==> config.mk <==
export PLATFORM = sky130hd
export DESIGN_NAME = reveal_sequencer
export DESIGN_NICKNAME = d
export VERILOG_FILES = /design/src/rtl/reveal_sequencer.sv
export SDC_FILE = /design/constraint.sdc
export NUM_CORES = 1
export LEC_CHECK = 0
export ABC_CLOCK_PERIOD_IN_PS = 3200
export BUFFER_PORTS_ARGS = -buffer_cell sky130_fd_sc_hd__buf_2
export CAP_MARGIN = 20
export CORE_MARGIN = 2
export CORE_UTILIZATION = 40
export CTS_CLUSTER_DIAMETER = 120
export CTS_CLUSTER_SIZE = 14
export DETAILED_ROUTE_END_ITERATION = 8
export GPL_TIMING_DRIVEN = 0
export PLACE_DENSITY = 0.68
export SYNTH_ARGS = -nofsm -noshare
export SYNTH_HDL_FRONTEND = slang
export SYNTH_SLANG_ARGS = --single-unit
==> constraint.sdc <==
create_clock -name clock -period 3.2 [get_ports clock]
set_input_delay 0.48 -clock clock [delete_from_list [all_inputs] [get_ports clock]]
set_output_delay 0.48 -clock clock [all_outputs]
set_load 0.005 [all_outputs]
==> src/rtl/reveal_sequencer.sv <==
// reveal_sequencer: walks board cells one per clock, strobing reveals.
// Define REVEAL_FLOOD_FILL_EN to expand outward from zero-count cells.
module reveal_sequencer #(
  parameter int SIDE  = 3,
  parameter int CNT_W = 4,
  parameter int CELLS = SIDE * SIDE
) (
  input  logic                   clock,
  input  logic                   reset,
  input  logic                   start,
  input  logic [3:0]             index,
  input  logic                   abort,
  input  logic [CELLS-1:0]       bombGrid,
  input  logic [CELLS-1:0]       revealGrid,
  input  logic [CNT_W*CELLS-1:0] states,
  output logic [CELLS-1:0]       revealSet,
  output logic                   hitBomb,
  output logic                   busy,
  output logic                   done,
  output logic [3:0]             revealCount
);

  localparam int IDX_W = $clog2(CELLS);
  localparam logic [3:0] CELLS_4 = 4'(CELLS);

  typedef enum logic [1:0] {
    IDLE,
    FILL,
    DONE
  } state_t;

  state_t           state;
  logic [CELLS-1:0] pending;
  logic [CELLS-1:0] visited;
  logic [3:0]       count;

  logic [IDX_W-1:0] sel;
  logic [CELLS-1:0] sel_hot;
  logic [CELLS-1:0] start_hot;
  logic [CELLS-1:0] expand;
  logic [CELLS-1:0] pend_next;
  logic [3:0]       count_next;
  logic             cell_live;
  logic             cell_bomb;
  logic             zero_cnt;
  logic             start_bad;

  function automatic logic [CELLS-1:0] nbr_mask(input int p);
    int r;
    int c;
    nbr_mask = '0;
    r = p / SIDE;
    c = p % SIDE;
    for (int dr = -1; dr <= 1; dr++) begin
      for (int dc = -1; dc <= 1; dc++) begin
        if ((dr != 0 || dc != 0) &&
            r + dr >= 0 && r + dr < SIDE &&
            c + dc >= 0 && c + dc < SIDE)
          nbr_mask[(r + dr) * SIDE + c + dc] = 1'b1;
      end
    end
  endfunction

  // lowest pending cell is processed first
  always_comb begin
    sel = '0;
    for (int i = CELLS - 1; i >= 0; i--) begin
      if (pending[i])
        sel = IDX_W'(i);
    end
  end

  assign sel_hot   = CELLS'(1) << sel;
  assign start_hot = CELLS'(1) << index;
  assign start_bad = (index >= CELLS_4) || revealGrid[index];
  assign cell_live = (|pending) && !revealGrid[sel];
  assign cell_bomb = bombGrid[sel];
  assign zero_cnt  = states[CNT_W*sel +: CNT_W] == '0;

`ifdef REVEAL_FLOOD_FILL_EN
  always_comb begin
    expand = '0;
    if (cell_live && !cell_bomb && zero_cnt)
      expand = nbr_mask(int'(sel)) & ~bombGrid & ~visited
             & ~revealGrid & ~sel_hot;
  end
`else
  logic unused_flood;
  assign unused_flood = ^{zero_cnt, visited};
  assign expand = '0;
`endif

  assign pend_next = (cell_live && cell_bomb) ? '0
                   : (pending & ~sel_hot) | expand;
  assign count_next = count + 4'(cell_live);

  assign busy = state != IDLE;
  assign done = state == DONE;

  always_ff @(posedge clock or posedge reset) begin
    if (reset) begin
      state       <= IDLE;
      pending     <= '0;
      visited     <= '0;
      count       <= '0;
      revealSet   <= '0;
      hitBomb     <= 1'b0;
      revealCount <= '0;
    end else begin
      revealSet <= '0;
      hitBomb   <= 1'b0;
      if (abort) begin
        state   <= IDLE;
        pending <= '0;
        visited <= '0;
      end else begin
        unique case (1'b1)
          state == IDLE: begin
            if (start) begin
              count <= '0;
              if (start_bad) begin
                state       <= DONE;
                revealCount <= '0;
              end else begin
                state   <= FILL;
                pending <= start_hot;
                visited <= '0;
              end
            end
          end
          state == FILL: begin
            pending <= pend_next;
            if (cell_live) begin
              revealSet    <= sel_hot;
              visited[sel] <= 1'b1;
              count        <= count_next;
              hitBomb      <= cell_bomb;
            end
            if (pend_next == '0) begin
              state       <= DONE;
              revealCount <= count_next;
            end
          end
          default: state <= IDLE;
        endcase
      end
    end
  end

endmodule
==> impl_metrics.py, run 1 <==
metrics = {
    "outcome": {
        "status": "finished, final reports clean",
    },
    "route": {
        "drc": 0,
        "dr.first_iter.drc_count": 219,
        "vias": 1871,
        "ant_nets": 0,
        "wl_mm": 5.07,
        "firstDrtPassIters": 5,
        "routedWlPerCell_um": 15.7,
        "vias_per_cell": 5.81,
    },
    "floorplan": {
        "start_util_pct": 41.0,
        "io_pins": 78,
        "num_rows": 25,
        "die_area_sq_um": 5350,
        "die_h_um": 73.1,
        "die_width_um": 73.1,
        "core_area_sq_um": 4660,
    },
    "global_route": {
        "grt_pass1_wl_mm": 8.29,
        "grt_pass1_vias": 1813,
        "grt_start_max_net_pins": 21,
        "track_usage_pct": 20.0,
        "antenna_found_initial": 0,
        "grt_overflow_total": 0,
    },
    "critical_path": {
        "cp.required_ns": 3.36,
        "r2r_slack_ns": 0.20,
        "worst_ep_arrival_time_ns": 3.16,
        "critPathKind": "register to register",
        "end_kind": "register",
        "cp-start-kind": "register",
        "cp_max_fo": 10,
    },
    "power_and_ir_drop": {
        "p_per_area_nw_per_um2": 342,
        "finalPower_uw": 815,
        "ir_drop_mv": 0.191,
        "p_leak_uw": 0.00105,
    },
    "synthesis": {
        "synth_top_family_by_area": "simple AND/OR/NAND/NOR gates",
        "synth_cell_types": 56,
        "synth_cells": 217,
        "synth_nets": 281,
        "postSynthAreaPerCell_sq_um": 8.81,
        "synth-simple-area-share_pct": 25.1,
        "synth-compound-area-share_pct": 23.6,
        "async_flop_share_pct": 100,
        "synth_edf_count": 0,
        "synth_seq_area_share_pct": 38.0,
        "synth_warnings": 0,
        "syn_area_sq_um": 1910,
        "synthXorXnorAreaFrac_pct": 0.916,
        "synth.mux.area_fraction_pct": 5.30,
        "ys_ff_latch": 29,
        "synthFlopType": "dfrtp_1",
        "synth_fa_ha_area_share_pct": 1.83,
    },
    "place": {
        "gp_congestion": 0.839,
        "io_buffers": 38,
        "postPlaceCellArea_sq_um": 2200,
        "hpwl_mm": 3.81,
    },
    "worst_hold_path": {
        "hp-class": "primary input to async pin",
    },
    "sta": {
        "drv_slew": 0,
        "max-slew-margin-rel_pct": 62.4,
        "finClkSkew_ns": 0.00251,
        "fmax_mhz": 333,
        "min_period_ns": 3.00,
        "setup_viol_count_final": 0,
        "period_share_pct": 93.8,
        "tightest_slew_ns": 0.560,
        "hold_viol_final": 0,
        "hold-worst-slack_ns": 0.202,
    },
    "clock_network": {
        "cts_buffers": 5,
        "root_buffer": "clkbuf_8",
        "clock_latency_ns": 0.28,
        "cts_max_path_buffers": 2,
        "cts_max_level": 2,
        "clk_pin_slew_ns": 0.06,
        "cts.sinks": 29,
        "cts_tree": "yes",
    },
    "cells_and_area": {
        "antenna_cells": 0,
        "synthToLayoutAreaGrowth_pct": 24.6,
        "final_area_sq_um": 2380,
        "drive_gt1_share_pct": 29.5,
        "nets": 331,
    },
    "flow_run": {
        "cap_violations": 0,
    },
}
## cells in the mapped netlist, types with 5 or more instances
library cell / instances / area share, %
nor2_1: 22 / 4.3
and2_1: 5 / 1.6
mux2i_1: 9 / 4.7
o21ai_0: 15 / 3.9
a32oi_1: 7 / 3.2
dfrtp_1: 29 / 38
nand2_1: 22 / 4.3
inv_1: 7 / 1.4
o21ai_1: 6 / 1.6
nand3_1: 7 / 1.8
a21oi_1: 10 / 2.6
nor3_1: 6 / 1.6
## state kept, by name, indices dropped and copies added (netlist names)
register,count
count,4
state,2
pending,9
hitBomb,1
revealCount,4
revealSet,9
## layer usage
metal / vias to the layer above / global-route usage [%] / wire (um)
met5: - / 0 / 0
met4: 0 / 5.76 / 90
met3: 11 / 4.14 / 283
met2: 68 / 34.5 / 2620
met1: 886 / 25.0 / 2070
li1: 906 / - / -
## cells in the final DEF (no fill, tap or decap), types with 4 or more instances in the layout
| cell type | n |
|---|---|
| dfrtp_1 | 28 |
| a21oi_1 | 10 |
| inv_1 | 7 |
| buf_2 | 41 |
| buf_4 | 7 |
| nor3_1 | 6 |
| and2_1 | 5 |
| a31o_2 | 4 |
| clkbuf_8 | 7 |
| nor2_1 | 22 |
| o21ai_0 | 15 |
| nand3_1 | 7 |
| a32oi_1 | 7 |
| o21ai_1 | 6 |
| mux2i_1 | 9 |
| nand2_1 | 22 |
## final cells by class
cell class / count / area (sq um)
inverters: 8 / 30.0
flip-flops and latches: 29 / 727
well taps: 54 / 67.6
fillers: 445 / 2280
clock buffers: 7 / 96.3
repair buffers: 43 / 248
clock inverters: 1 / 5.00
plain buffers: 12 / 75.1
multi-input cells: 168 / 1130
## kinds of logic (layout without fill, tap and decap cells)
logic type / Yosys count / after routing
simple gates: 90 / 90
compound gates: 63 / 63
flops: 29 / 29
buf+inv: 20 / 71
mux: 10 / 10
fa+ha+maj: 3 / 3
xor+xnor: 2 / 2
## path summary, 6_finish.rpt
path                       startpoint        endpoint  cells past startpoint
hold reg to reg              count[3]        count[3]                      1
setup / recovery           pending[4]  revealCount[1]                     12
setup reg to reg           pending[4]  revealCount[1]                     12
max in group asynchronous       reset      pending[2]                      3
min in group clock              abort      pending[0]                      2
hold / removal                  reset  revealCount[0]                      2
## critical path, cell delays in order (launching register included)
cell and delay [ns]:
dfrtp_1 0.48, buf_2 0.23, o31ai_1 0.33, nand4_1 0.14, o211ai_1 0.31, or2_1 0.15, buf_4 0.14, inv_2 0.06
ha_1 0.20, ha_1 0.27, and2_1 0.15, a222oi_1 0.30, nand3_1 0.11
## timing repair
action / in CTS / in global routing
resized for setup: 2 / 8
pin swaps: 0 / 3
setup buffers: 0 / 4
hold buffers: 0 / 0
endpoints found under the setup margin: 2 / 5
## power by group
group / switching (uW) / internal, uW
clock: 137 / 194
combinational: 66.2 / 45.0
sequential: 3.51 / 369
## per-stage QoR
| stage | instances | worst slack (ns) | util (%) | TNS, ns |
|---|---|---|---|---|
| floorplan | 217 | 0.436 | - | 0 |
| global placement | 309 | 0.0349 | 46.6 | 0 |
| detailed placement | 310 | -0.0586 | 47.1 | -0.103 |
| CTS | 318 | 0.0599 | 49.6 | 0 |
| global route | 322 | -0.0163 | 51.1 | -0.0163 |
| finish | 322 | 0.197 | 51.1 | 0 |
Power figures use the tool's default switching activity.
==> run 2, diff against run 1 <==
--- a/config.mk
+++ b/config.mk
@@ -5,6 +5,7 @@
 export SDC_FILE = /design/constraint.sdc
 export NUM_CORES = 1
 export LEC_CHECK = 0
+export ABC_AREA = 1
 export ABC_CLOCK_PERIOD_IN_PS = 3200
 export BUFFER_PORTS_ARGS = -buffer_cell sky130_fd_sc_hd__buf_2
 export CAP_MARGIN = 20
==> run 2 against run 1 <==
Synthesized cell count is 20% higher. Die area stayed put. Cell area is 4.4% lower. Via count is 0.27% higher. First-iteration DRC count is 40% lower. Sequential power is 2% higher. Total power is 3.4% higher. Non-clock buffer count is 10 lower. Worst setup slack better by 0.56 ns. Hold slack better by 0.058 ns.
==> impl_metrics.py, run 2 <==
metrics = {
    "synthesis": {
        "synth_common_cells": "nand2_1 (57), inv_1 (35), dfrtp_1 (29)",
        "synth-compound-area-share_pct": 13.9,
        "synth_warnings": 0,
        "synth_top_family_by_area": "simple AND/OR/NAND/NOR gates",
        "synth_area_leaders": "dfrtp_1 (38%), nand2_1 (11%), inv_1 (6.9%), nand3_1 (6.8%), nor2_1 (4.9%)",
        "ys_ff_latch": 29,
        "postSynthAreaPerCell_sq_um": 7.35,
        "synth_cell_types": 37,
        "synth_edf_count": 0,
        "synth_seq_area_share_pct": 38.0,
        "synth_cells": 260,
        "synth.most_common_cell": "nand2_1",
        "synth_top_cell_area_share_pct": 38.0,
        "synthXorXnorAreaFrac_pct": 0,
        "syn_area_sq_um": 1910,
        "synthFlopType": "dfrtp_1",
        "synth.mux.area_fraction_pct": 0,
        "async_flop_share_pct": 100,
        "synth-simple-area-share_pct": 37.1,
        "synth_fa_ha_area_share_pct": 1.31,
        "synth_top_cell_by_area": "dfrtp_1",
        "synth_nets": 324,
    },
    "floorplan": {
        "start_util_pct": 41.0,
        "num_rows": 25,
        "core_area_sq_um": 4660,
        "die_area_sq_um": 5350,
        "die_h_um": 73.1,
        "die_width_um": 73.1,
        "io_pins": 78,
    },
    "clock_network": {
        "clock_latency_ns": 0.28,
        "cts_setup_buffers": 0,
        "cts_max_level": 2,
        "ctsResizeCount": 0,
        "cts_buffers": 5,
        "cts.sinks": 29,
        "clk_pin_slew_ns": 0.07,
        "cts_max_path_buffers": 2,
        "cts_hold_buf": 0,
        "root_buffer": "clkbuf_8",
        "cts_tree": "yes",
    },
    "cells_and_area": {
        "synthToLayoutAreaGrowth_pct": 19.1,
        "reg.largest.list": "pending: 9 flops, revealSet: 9 flops",
        "nets": 372,
        "final_core_util_pct": 48.9,
        "layout_commonest_cell": "nand2_1",
        "drive_gt1_share_pct": 25.9,
        "antenna_cells": 0,
        "final_cell_mix": "nand2_1 (57), buf_2 (42), inv_1 (35)",
    },
    "route": {
        "drc": 0,
        "dr.first_iter.drc_count": 131,
        "routedWlPerCell_um": 12.8,
        "ant_nets": 0,
        "vias_per_cell": 5.17,
        "vias": 1876,
        "wl_mm": 4.63,
        "firstDrtPassIters": 4,
    },
    "power_and_ir_drop": {
        "power.switching_uw": 259,
        "swShare_pct": 30.7,
        "comb_power_share_pct": 20.0,
        "p_per_area_nw_per_um2": 370,
        "ir_drop_mv": 0.315,
        "clkPwrFrac_pct": 34.9,
        "p_int_uw": 584,
        "seq_power_share_pct": 45.2,
        "p_leak_uw": 0.00123,
    },
    "sta": {
        "period_share_pct": 76.5,
        "tightest_slew_ns": 0.614,
        "setup_slack_ns": 0.753,
        "min_period_ns": 2.45,
        "fmax_mhz": 409,
        "max-slew-margin-rel_pct": 59.0,
        "drv_slew": 0,
        "setup_viol_count_final": 0,
        "setup_tns_ns": 0,
        "hold_viol_final": 0,
        "finClkSkew_ns": 0.00664,
        "grt_setup_unrepaired": "false",
    },
    "place": {
        "post-place-ws_ns": 0.780,
        "gp_congestion": 0.899,
        "io_buffers": 40,
        "hpwl_mm": 3.59,
    },
    "critical_path": {
        "end_kind": "register",
        "crit_path_start": "pending[4]",
        "r2r_slack_ns": 0.75,
        "r2r_cells": 19,
        "critPathKind": "register to register",
        "worst_ep_arrival_time_ns": 2.67,
        "reg2reg_from": "pending[4]",
        "cp.required_ns": 3.42,
        "cp_max_fo": 8,
        "worst_r2r_endpoint": "revealCount[2]",
        "cp-start-kind": "register",
    },
    "outcome": {
        "status": "finished, final reports clean",
    },
    "global_route": {
        "grt_start_max_net_pins": 16,
        "grt_pass1_wl_mm": 7.59,
        "grt_overflow_total": 0,
        "track_usage_pct": 18.1,
        "grt_pass1_vias": 1670,
        "antenna_found_initial": 0,
    },
    "worst_hold_path": {
        "hp-class": "primary input to async pin",
    },
    "flow_run": {
        "cap_violations": 0,
    },
}
[run 2: worst max-delay path: stages, from the launching register on]
cell     delay (ns)
dfrtp_1        0.39
nor2_1         0.15
o21ai_0        0.11
nand2_1        0.12
nand2_4        0.10
nor2_4         0.23
nand2_1        0.08
nand2_1        0.07
inv_1          0.04
nand3_1        0.06
nand2_1        0.06
inv_2          0.09
nor2_8         0.06
ha_1           0.19
ha_1           0.19
nand2_1        0.06
nand2_1        0.06
nor2_1         0.13
nand3_1        0.09
nand2_1        0.08
[run 2: metal layers]
metal  wire length [um]  vias up  global-route usage [%]
met1               2090      871                    22.9
met4                 24        0                    3.70
li1                   -      952                       -
met3                248        4                    4.14
met2               2270       49                    31.5
met5                  0        -                       0
[run 2: area by class of cell]
| type | instances | area (sq um) |
|---|---|---|
| flip-flops and latches | 29 | 726 |
| repair buffers | 41 | 215 |
| well taps | 54 | 67.6 |
| inverters | 43 | 161 |
| fillers | 466 | 2380 |
| multi-input cells | 184 | 1000 |
| plain buffers | 4 | 25.0 |
| clock inverters | 2 | 10.0 |
| clock buffers | 6 | 72.6 |
[run 2: worst max path at each step]
stage | end | depth (start not counted)
final | revealCount[2] | 19
after global routing | revealCount[2] | 19
after CTS | revealCount[2] | 19
after detailed placement | revealCount[2] | 19
after global placement | revealCount[2] | 19
after floorplan | count[2] | 20
[run 2: cell families (layout without fill, tap and decap cells)]
logic type,Yosys count,after routing
AOI/OAI and AO/OA,40,40
and+or+nand+nor,142,142
buffers and inverters,47,96
adders and majority gates,2,2
DFF,29,29
[run 2: power groups by stage]
stage / Sequential [uW] / Combinational [uW] / Clock, uW
floorplan: 387 / 118 / 0
global placement: 387 / 165 / 0
detailed placement: 387 / 169 / 0
CTS: 381 / 170 / 303
global route: 381 / 190 / 318
finish: 381 / 168 / 294
[run 2: through the flow]
step	cell area [sq um]	total power (uW)	cells	hold WS [ns]
3_5_place_dp	2190	557	355	0.459
5_1_grt	2280	889	363	0.330
4_1_cts	2280	853	363	0.284
3_3_place_gp	2180	552	354	0.456
2_1_floorplan	1910	504	260	0.458
6_report	2280	843	363	0.260
